<file path="src/rtl/synth_pkg.sv">
// Shared constants and width helpers for the synth I2S output stage.
package synth_pkg;

    // Word-select levels driven on LRCLK.
    localparam logic I2S_LEFT  = 1'b0;
    localparam logic I2S_RIGHT = 1'b1;

    // Width of the BCLK half-period divider; kept at least one bit wide so a
    // divide-by-one configuration still has a legal counter.
    function automatic int unsigned div_cnt_w(input int unsigned bclk_half);
        return (bclk_half > 1) ? $clog2(bclk_half) : 1;
    endfunction

    // Width of the frame bit index, which spans both channel slots.
    function automatic int unsigned bit_idx_w(input int unsigned slot_width);
        return (slot_width > 1) ? $clog2(2 * slot_width) : 1;
    endfunction

endpackage

</file>
<file path="src/rtl/synth_bclk_gen.sv">
// Bit-clock generator: divides ctl_clk down to BCLK and flags the cycle whose
// edge produces the BCLK falling transition.
module synth_bclk_gen
    import synth_pkg::*;
#(
    parameter int unsigned BCLK_HALF = 4
) (
    input  logic ctl_clk_i,
    input  logic ctl_rst_i,
    output logic bclk_o,
    output logic fall_o
);

    localparam int unsigned   DW     = div_cnt_w(BCLK_HALF);
    localparam logic [DW-1:0] DIV_TC = DW'(BCLK_HALF - 1);

    logic [DW-1:0] div_cnt_q, div_cnt_d;
    logic          bclk_q, bclk_d;
    logic          div_tc;

    assign div_tc = (div_cnt_q == DIV_TC);

    // Half-period counter wraps at terminal count and toggles BCLK there.
    always_comb begin
        div_cnt_d = div_cnt_q + 1'b1;
        bclk_d    = bclk_q;
        if (div_tc) begin
            div_cnt_d = '0;
            bclk_d    = ~bclk_q;
        end
    end

    // Divider and BCLK registers.
    always_ff @(posedge ctl_clk_i or negedge ctl_rst_i) begin
        if (!ctl_rst_i) begin
            div_cnt_q <= '0;
            bclk_q    <= 1'b0;
        end else begin
            div_cnt_q <= div_cnt_d;
            bclk_q    <= bclk_d;
        end
    end

    assign bclk_o = bclk_q;
    // High for one cycle: the next edge takes BCLK from 1 to 0.
    assign fall_o = div_tc & bclk_q;

endmodule

</file>
<file path="src/rtl/synth_i2s_tx.sv">
// I2S transmitter for the mono synth output. Captures a sample on each rising
// edge of aud_freq into a one-deep holding register and sends it on both
// channels of a standard (one-bit-delayed, MSB-first) I2S frame.
module synth_i2s_tx
    import synth_pkg::*;
#(
    parameter int unsigned BITWIDTH   = 24,
    parameter int unsigned SLOT_WIDTH = 32,
    parameter int unsigned BCLK_HALF  = 4
) (
    input  logic                ctl_clk,
    input  logic                ctl_rst,
    input  logic                aud_freq,
    input  logic [BITWIDTH-1:0] wave_in,
    input  logic                clr_flags,
    output logic                i2s_bclk,
    output logic                i2s_lrclk,
    output logic                i2s_sdata,
    output logic                underrun,
    output logic                overrun
);

    localparam int unsigned   BW      = bit_idx_w(SLOT_WIDTH);
    localparam logic [BW-1:0] B_LAST  = BW'(2 * SLOT_WIDTH - 1);
    localparam logic [BW-1:0] B_SLOT  = BW'(SLOT_WIDTH);
    localparam logic [BW-1:0] POS_LSB = BW'(BITWIDTH);
    // With no padding bits the delayed LSB of one slot lands on bit 0 of the next.
    localparam bit            NO_PAD  = (SLOT_WIDTH == BITWIDTH);

    logic                aud_prev_q;
    logic [BITWIDTH-1:0] hold_q, hold_d;
    logic                pending_q, pending_d;
    logic                armed_q, armed_d;
    logic [BITWIDTH-1:0] shift_q, shift_d;
    logic [BW-1:0]       b_q, b_d;
    logic                lrclk_q, lrclk_d;
    logic                sdata_q, sdata_d;
    logic                underrun_q, underrun_d;
    logic                overrun_q, overrun_d;

    logic                bclk;
    logic                bclk_fall;
    logic                capture;
    logic                load;
    logic                under_set;
    logic                over_set;
    logic [BW-1:0]       pos;
    logic [BITWIDTH-1:0] shifted;

    synth_bclk_gen #(
        .BCLK_HALF (BCLK_HALF)
    ) u_bclk_gen (
        .ctl_clk_i (ctl_clk),
        .ctl_rst_i (ctl_rst),
        .bclk_o    (bclk),
        .fall_o    (bclk_fall)
    );

    assign capture = aud_freq & ~aud_prev_q;
    // Frame load happens on the fall that wraps the bit index back to 0.
    assign load    = bclk_fall & (b_q == B_LAST);

    // Sample capture, pending/armed bookkeeping and frame load selection.
    always_comb begin
        hold_d    = hold_q;
        pending_d = pending_q;
        armed_d   = armed_q;
        shift_d   = shift_q;
        under_set = 1'b0;
        over_set  = 1'b0;
        if (capture) begin
            hold_d  = wave_in;
            armed_d = 1'b1;
        end
        if (load) begin
            pending_d = 1'b0;
            if (capture) begin
                // Fresh sample arriving on the load cycle goes straight out.
                shift_d  = wave_in;
                over_set = pending_q;
            end else begin
                // hold_q still holds the last sample, so an underrun repeats it.
                shift_d   = hold_q;
                under_set = armed_q & ~pending_q;
            end
        end else if (capture) begin
            pending_d = 1'b1;
            over_set  = pending_q;
        end
    end

    // Bit index, word select and serial data all advance on the BCLK fall.
    always_comb begin
        b_d     = b_q;
        lrclk_d = lrclk_q;
        sdata_d = sdata_q;
        pos     = '0;
        shifted = '0;
        if (bclk_fall) begin
            b_d     = (b_q == B_LAST) ? '0 : b_q + 1'b1;
            lrclk_d = (b_d >= B_SLOT) ? I2S_RIGHT : I2S_LEFT;
            pos     = (b_d >= B_SLOT) ? (b_d - B_SLOT) : b_d;
            shifted = shift_q << (pos - 1'b1);
            if (pos == '0) begin
                // At b=0 shift_q is still the previous frame's sample.
                sdata_d = NO_PAD ? shift_q[0] : 1'b0;
            end else if (pos <= POS_LSB) begin
                sdata_d = shifted[BITWIDTH-1];
            end else begin
                sdata_d = 1'b0;
            end
        end
    end

    // Sticky status flags; clear wins over a same-cycle set.
    always_comb begin
        underrun_d = underrun_q | under_set;
        overrun_d  = overrun_q | over_set;
        if (clr_flags) begin
            underrun_d = 1'b0;
            overrun_d  = 1'b0;
        end
    end

    // State registers.
    always_ff @(posedge ctl_clk or negedge ctl_rst) begin
        if (!ctl_rst) begin
            aud_prev_q <= 1'b0;
            hold_q     <= '0;
            pending_q  <= 1'b0;
            armed_q    <= 1'b0;
            shift_q    <= '0;
            b_q        <= '0;
            lrclk_q    <= I2S_LEFT;
            sdata_q    <= 1'b0;
            underrun_q <= 1'b0;
            overrun_q  <= 1'b0;
        end else begin
            aud_prev_q <= aud_freq;
            hold_q     <= hold_d;
            pending_q  <= pending_d;
            armed_q    <= armed_d;
            shift_q    <= shift_d;
            b_q        <= b_d;
            lrclk_q    <= lrclk_d;
            sdata_q    <= sdata_d;
            underrun_q <= underrun_d;
            overrun_q  <= overrun_d;
        end
    end

    assign i2s_bclk  = bclk;
    assign i2s_lrclk = lrclk_q;
    assign i2s_sdata = sdata_q;
    assign underrun  = underrun_q;
    assign overrun   = overrun_q;

endmodule

</file>
<file path="config.mk">
export PLATFORM = sky130hd
export DESIGN_NAME = synth_i2s_tx
export DESIGN_NICKNAME = d
export VERILOG_FILES = /design/src/rtl/synth_pkg.sv /design/src/rtl/synth_bclk_gen.sv /design/src/rtl/synth_i2s_tx.sv
export SDC_FILE = /design/constraint.sdc
export NUM_CORES = 1
export LEC_CHECK = 0
export ABC_AREA = 1
export BUFFER_PORTS_ARGS = -buffer_cell sky130_fd_sc_hd__clkbuf_2
export CAP_MARGIN = 20
export CORE_UTILIZATION = 58
export DETAILED_ROUTE_END_ITERATION = 7
export GPL_ROUTABILITY_DRIVEN = 0
export HOLD_SLACK_MARGIN = 0.02
export MAX_ROUTING_LAYER = met4
export PLACE_DENSITY = 0.79
export RECOVER_POWER = 100
export SETUP_SLACK_MARGIN = 0.3
export SYNTH_ARGS = -nofsm -noshare
export SYNTH_HDL_FRONTEND = slang
export SYNTH_SLANG_ARGS = --single-unit
</file>
<file path="constraint.sdc">
create_clock -name ctl_clk -period 2.12 [get_ports ctl_clk]
set_input_delay 0.424 -clock ctl_clk [delete_from_list [all_inputs] [get_ports ctl_clk]]
set_output_delay 0.424 -clock ctl_clk [all_outputs]
set_load 0.02 [all_outputs]
</file>
==> flow_metrics.env, run 1 <==
export IMPL_status="finished with violations"
export IMPL_violations="max-capacitance violations, max-slew violations"
export IMPL_synth_compound_area_frac=0.0624
export IMPL_use_met2=0.419
export IMPL_insertion_delay_ps=330
export IMPL_layout_drive_gt1_share=0.182
export IMPL_final_setup_viol_count=0
export IMPL_dpl_instance_area_um2=3230
export IMPL_crit_required_ps=2380
export IMPL_critPathMaxFanout=6
export IMPL_path_clk_slew_ps=60
export IMPL_grt_pass1_wl_mm=10.4
export IMPL_final_cell_area_um2=3450
export IMPL_antenna_found_initial=0
export IMPL_holdCritPathClass="input pin to flip-flop"
export IMPL_fin_crit_ps=1870
export IMPL_die_w_um=73.8
export IMPL_wl_mm=5.84
export IMPL_cpLargestDelayFamily="simple AND/OR/NAND/NOR gates"
export IMPL_final_common_cell="nand2_1"
export IMPL_drt_first_pass_iters=4
export IMPL_synth_xor_xnor_area_share=0.00586
export IMPL_cts_tree="built"
export IMPL_arrival_ps=2130
export IMPL_rsz0062_at_grt="yes"
export IMPL_grt_pass1_vias=2368
export IMPL_cap_violations=1
export IMPL_syn_to_final_growth_pct=15.3
export IMPL_synthAdderAreaFrac=0.0126
export IMPL_core_area_um2=4850
export IMPL_start_kind="flip-flop"
export IMPL_final_cell_mix="151 x nand2_1, 63 x dfrtp_1, 37 x inv_1, 28 x clkbuf_2, 19 x nor2_1"
export IMPL_worst_slew_pin_slew_ps=1520
export IMPL_muxShareOfSynthArea=0
export IMPL_initial_utilization=0.617
export IMPL_critPathKind="flip-flop to flip-flop"
export IMPL_vdd_drop_max_v=0.000556
export IMPL_busiest_layer="met2"
export IMPL_finalNetCount=438
export IMPL_yosysSeqAreaShare=0.536
export IMPL_synthFlopType="dfrtp_1"
export IMPL_crit_top_cell="nand2_1"
export IMPL_drt_initial_drc_count=166
export IMPL_grt_use_met3=0.0768
export IMPL_die_area_um2=5440
export IMPL_ctsHtreeMaxLevel=3
export IMPL_hold_violations=0
export IMPL_path_cells="ha_4 > nand2_4 > nor2_4 > nand2_1 > nand4_1 > nand2_1 > nor2_1 > nand2_1 > nand3_1 > nand3_2 > o21bai_2"
export IMPL_clk_path_buf_depth=2
export IMPL_grt_remaining_overflow=0
export IMPL_endpoint_kind="flip-flop"
export IMPL_ys_ff_latch=64
export IMPL_yosys_area_share_simple=0.305
export IMPL_detail_route_vias_per_cell=4.96
export IMPL_syn_area_um2=2990
export IMPL_path_buf_inv=0
export IMPL_route_detailed_drc=0
export IMPL_vias=2375
export IMPL_io_buffer_count=32
export IMPL_hold_buffers=0
export IMPL_critPathSlowestCell="dfrtp_1"
export IMPL_power_static_leakage_nw=1.80
export IMPL_relSlewSlack=-0.0136
export IMPL_finalCritPeriodShare=0.884
export IMPL_clkSinkCount=64
export IMPL_root_buffer="clkbuf_8"
export IMPL_synthArstFlopShare=1.00
export IMPL_cts_buffers=9
export IMPL_grt_max_degree=65
export IMPL_synth_edf_count=0
export IMPL_synth_top_family_by_area="simple AND/OR/NAND/NOR gates"
export IMPL_avgSynthCellArea_um2=8.17
export IMPL_ioPinCount=33
export IMPL_synthCells=366
export IMPL_grtUsageTotal=0.266
export IMPL_rows=25
export IMPL_power_density_nw_per_um2=670
export IMPL_synthDistinctLibCells=30
export IMPL_ant_nets=0
export IMPL_tns_ps=0
export IMPL_yosysWarnings=0
export IMPL_die_y_um=73.8
export IMPL_skew_ps=6.67
export IMPL_fin_util=0.711
export IMPL_cpPeakStageDelay_ps=480
export IMPL_fmax_mhz=534
export IMPL_wl_per_cell_um=12.2
export IMPL_syn_nets=397
export IMPL_n_antenna_cell=0
export IMPL_slew_violations=65
export IMPL_grtUsageMet1=0.309
export IMPL_dp_hpwl_mm=3.99
-- flip-flops by register name, indices dropped and copies added, names as in the netlist --
signal                cells
i2s_lrclk                 1
i2s_sdata                 1
armed_q                   1
u_bclk_gen.bclk_o         1
aud_prev_q                1
pending_q                 1
shift_q                  24
underrun                  1
overrun                   1
hold_q                   24
u_bclk_gen.div_cnt_q      2
b_q                       6
-- cell type report --
class / count / area [um2]
tap: 67 / 83.8
inverter: 42 / 160
sequential: 64 / 1600
clock inverter: 3 / 17.5
fill: 396 / 1400
multi-input combinational: 248 / 1210
timing repair buffer: 42 / 223
clock buffer: 13 / 149
-- timing repair --
| action | CTS | global route |
|---|---|---|
| buffers inserted | 1 | 1 |
| endpoints found under the setup margin | 11 | 16 |
| gates resized for setup | 7 | 10 |
| pin swaps | 1 | 6 |
| gates cloned | 0 | 1 |
| endpoints found under the hold margin | 0 | 0 |
-- report_power, final --
| part | internal, mW | leakage, nW | switching (mW) |
|---|---|---|---|
| Combinational | 0.0453 | 1.02 | 0.0911 |
| Sequential | 1.28 | 0.695 | 0.0150 |
| Clock | 0.453 | 0.0834 | 0.424 |
-- final timing paths --
kind / cells after the start / slack (ps) / endpoint / startpoint
worst min register to register: 1 / 420 / u_bclk_gen.div_cnt_q[0]$_DFF_PN0_ / u_bclk_gen.div_cnt_q[0]$_DFF_PN0_
min in group asynchronous: 2 / 550 / hold_q[21]$_DFF_PN0_ / ctl_rst
worst min-delay path: 1 / 220 / aud_prev_q$_DFF_PN0_ / aud_freq
worst max-delay path: 11 / 250 / i2s_sdata$_DFFE_PN0P_ / b_q[1]$_DFFE_PN0P_
worst max register to register: 11 / 250 / i2s_sdata$_DFFE_PN0P_ / b_q[1]$_DFFE_PN0P_
max in group asynchronous: 2 / 560 / b_q[0]$_DFFE_PN0P_ / ctl_rst
-- stage by stage --
step	cells	power [mW]	setup slack, ps	hold WS (ps)
final	479	2.31	246	219
after global routing	479	2.42	146	207
after CTS	477	2.35	317	103
after detailed placement	460	1.46	157	422
after global placement	460	1.46	286	416
after floorplan	366	1.39	413	128
-- layer usage --
layer / vias to the layer above / share of wire
met2: 71 / 0.47
met5: - / 0
met1: 1070 / 0.44
met4: 0 / 0.036
met3: 18 / 0.049
li1: 1216 / -
-- logic make-up (layout without fill, tap and decap cells) --
| logic type | Yosys count | count (layout) |
|---|---|---|
| simple gates | 209 | 210 |
| buf+inv | 55 | 100 |
| fa+ha+maj | 3 | 3 |
| compound gates | 33 | 33 |
| xor+xnor | 2 | 2 |
| flops | 64 | 64 |
-- cell usage after synthesis (2+ instances only) --
library cell	instances	area, um2
dfrtp_1	64	1600
buf_4	3	22.5
nand4_1	8	50.1
nor2_1	19	71.3
nand3_1	13	65.1
nor2_2	4	25.0
nand3_2	3	30.0
nand2_2	6	37.5
buf_6	2	22.5
inv_1	37	139
o21ai_1	9	45.0
nand2_1	151	567
ha_1	3	37.5
o21ai_0	17	85.1
inv_2	4	15.0
xor2_1	2	17.5
clkbuf_1	6	22.5
a21oi_1	2	10.0
o21bai_2	2	22.5
No activity file was read; power rests on OpenSTA's default activity.
==> run 2, diff against run 1 <==
--- a/config.mk
+++ b/config.mk
@@ -5,15 +5,13 @@
 export SDC_FILE = /design/constraint.sdc
 export NUM_CORES = 1
 export LEC_CHECK = 0
-export ABC_AREA = 1
 export BUFFER_PORTS_ARGS = -buffer_cell sky130_fd_sc_hd__clkbuf_2
 export CAP_MARGIN = 20
-export CORE_UTILIZATION = 58
+export CORE_UTILIZATION = 40
 export DETAILED_ROUTE_END_ITERATION = 7
 export GPL_ROUTABILITY_DRIVEN = 0
 export HOLD_SLACK_MARGIN = 0.02
 export MAX_ROUTING_LAYER = met4
-export PLACE_DENSITY = 0.79
 export RECOVER_POWER = 100
 export SETUP_SLACK_MARGIN = 0.3
 export SYNTH_ARGS = -nofsm -noshare
==> run 2 against run 1 <==
- the run still ends with max-capacitance violations, max-slew violations left
- via count shrank 16%
- final area grew 13%
- critical path depth shrank 3
- largest power group unchanged
==> flow_metrics.env, run 2 <==
export IMPL_seqCellArea_um2=1600
export IMPL_synthCells=230
export IMPL_drt_initial_drc_count=97
export IMPL_multi_input_area_um2=1440
export IMPL_insertion_delay_ps=330
export IMPL_detail_route_vias_per_cell=5.04
export IMPL_reg_largest_list="hold_q (24), shift_q (24), b_q (6)"
export IMPL_critPathMaxFanout=7
export IMPL_final_common_cell="dfrtp_1"
export IMPL_power_density_nw_per_um2=611
export IMPL_status="finished with violations"
export IMPL_cts_tree="built"
export IMPL_syn_to_final_growth_pct=30.4
export IMPL_finalCritPeriodShare=0.988
export IMPL_initial_utilization=0.412
export IMPL_grt_pass1_wl_mm=9.60
export IMPL_skew_ps=8.17
export IMPL_vias=1994
export IMPL_fin_total_pwr_mw=2.37
export IMPL_cap_violations=1
export IMPL_synth_edf_count=0
export IMPL_synthTopCellsByArea="dfrtp_1 54%, mux2_2 18%, mux2i_1 2.0%"
export IMPL_cpPeakStageDelay_ps=510
export IMPL_wl_per_cell_um=15.6
export IMPL_tns_ps=0
export IMPL_reg2reg_from="b_q[1]$_DFFE_PN0P_"
export IMPL_slew_violations=65
export IMPL_io_buffer_count=32
export IMPL_yosysSeqAreaShare=0.538
export IMPL_finalNetCount=324
export IMPL_grtUsageTotal=0.172
export IMPL_crit_required_ps=2340
export IMPL_avgSynthCellArea_um2=12.9
export IMPL_grt_max_degree=65
export IMPL_grt_pass1_vias=1910
export IMPL_final_setup_viol_count=0
export IMPL_fin_cells=396
export IMPL_dp_hpwl_mm=3.75
export IMPL_dp_cells=371
export IMPL_arrival_ps=2320
export IMPL_antenna_found_initial=0
export IMPL_fin_crit_ps=2090
export IMPL_rsz0062_at_grt="yes"
export IMPL_yosysMostFrequentCell="dfrtp_1"
export IMPL_ctsHtreeMaxLevel=3
export IMPL_fmax_mhz=477
export IMPL_syn_nets=261
export IMPL_layout_drive_gt1_share=0.448
export IMPL_syn_area_um2=2980
export IMPL_fin_util=0.538
export IMPL_n_antenna_cell=0
export IMPL_ant_nets=0
export IMPL_synthArstFlopShare=1.00
export IMPL_ioPinCount=33
export IMPL_clkSinkCount=64
export IMPL_violations="max-capacitance violations, max-slew violations"
export IMPL_wl_mm=6.19
export IMPL_ys_ff_latch=64
export IMPL_hold_start="aud_freq"
export IMPL_cp_startpoint="b_q[1]$_DFFE_PN0P_"
export IMPL_critPathKind="flip-flop to flip-flop"
export IMPL_endpoint_kind="flip-flop"
export IMPL_ys_top_cells_by_count="64 x dfrtp_1, 48 x mux2_2, 16 x nand2_1"
export IMPL_power_static_leakage_nw=1.77
export IMPL_fill_cells=654
export IMPL_yosysWarnings=0
export IMPL_path_clk_slew_ps=70
export IMPL_core_area_um2=7210
export IMPL_die_area_um2=7790
export IMPL_hold_violations=0
export IMPL_relSlewSlack=-0.0404
export IMPL_drt_first_pass_iters=4
export IMPL_start_kind="flip-flop"
export IMPL_die_w_um=88.2
export IMPL_root_buffer="clkbuf_8"
export IMPL_rows=31
export IMPL_path_cells="ha_2 > buf_6 > or4b_1 > o21ai_1 > a32o_2 > a211oi_1 > a31o_1 > a32o_1"
export IMPL_route_detailed_drc=0
export IMPL_clk_path_buf_depth=2
export IMPL_holdCritPathClass="input pin to flip-flop"
export IMPL_synthDistinctLibCells=46
export IMPL_yosysTopAreaCell="dfrtp_1"
export IMPL_synthFlopType="dfrtp_1"
export IMPL_worst_slew_pin_slew_ps=1560
export IMPL_cts_buffers=9
export IMPL_grt_remaining_overflow=0
export IMPL_critPathSlowestCell="or4b_1"
export IMPL_vdd_drop_max_v=0.000497
export IMPL_final_cell_mix="63 x dfrtp_1, 30 x clkbuf_2, 24 x mux2_4, 20 x buf_4"
export IMPL_die_y_um=88.2
export IMPL_synth_top_cell_area_share=0.538
## run 2: layer usage
metal	up-vias	track usage	routed length, um
met4	0	0.0836	138
met2	26	0.241	2980
met5	-	-	0
met3	10	0.0438	168
li1	951	-	-
met1	1007	0.232	2900
## run 2: cells by family (layout without fill, tap and decap cells)
kind of cell	Yosys count	in the layout	synth area share
adders and majority gates	3	3	0.0126
DFF	64	64	0.538
AOI/OAI and AO/OA	29	29	0.0706
buffers and inverters	16	83	0.0370
xor gates and xnor gates	9	9	0.0311
muxes	56	56	0.217
and+or+nand+nor	53	53	0.0934
## run 2: final cells by class
class	count	share of cell area
Sequential cell	64	0.413
Multi-Input combinational cell	150	0.370
Timing Repair Buffer	67	0.140
Clock buffer	12	0.0400
Tap cell	99	0.0319
Clock inverter	3	0.00451
Inverter	1	0.000967
## run 2: power by group
group | internal, mW | total (mW) | switching [mW]
Sequential | 1.29 | 1.30 | 0.0146
Combinational | 0.0726 | 0.150 | 0.0779
Clock | 0.478 | 0.917 | 0.440
## run 2: final timing paths
| kind | slack [ps] | endpoint | depth (start not counted) |
|---|---|---|---|
| worst max-delay path | 30 | i2s_sdata$_DFFE_PN0P_ | 8 |
| worst min-delay path | 210 | aud_prev_q$_DFF_PN0_ | 1 |
| worst max register to register | 30 | i2s_sdata$_DFFE_PN0P_ | 8 |
| worst min register to register | 420 | u_bclk_gen.div_cnt_q[0]$_DFF_PN0_ | 1 |
| max in group asynchronous | 560 | b_q[5]$_DFFE_PN0P_ | 2 |
| min in group asynchronous | 550 | b_q[5]$_DFFE_PN0P_ | 2 |
## run 2: stage by stage
step / hold WS, ps / worst slack (ps) / cell area [um2]
final: 212 / 25.8 / 3880
after global routing: 206 / -60.3 / 3880
after CTS: 105 / 44.6 / 3690
after detailed placement: 417 / -40.5 / 3390
after global placement: 413 / -18.9 / 3390
after floorplan: 128 / -27.3 / 3000
## run 2: repair_timing
item	4_1_cts	5_1_grt
hold endpoints to repair	0	0
pin swaps	5	4
setup buffers	2	5
gates resized for setup	12	35
gates cloned	2	1
setup endpoints to repair	25	25
hold buffers	0	0
## run 2: critical path: cells and delay by family, from the launching register on
kind	cells	cell delay, ps
adder cells (fa/ha/maj)	1	200
buffers and inverters	1	140
AND/OR/NAND/NOR	1	510
AO/OA/AOI/OAI	5	750
flip-flops	1	390
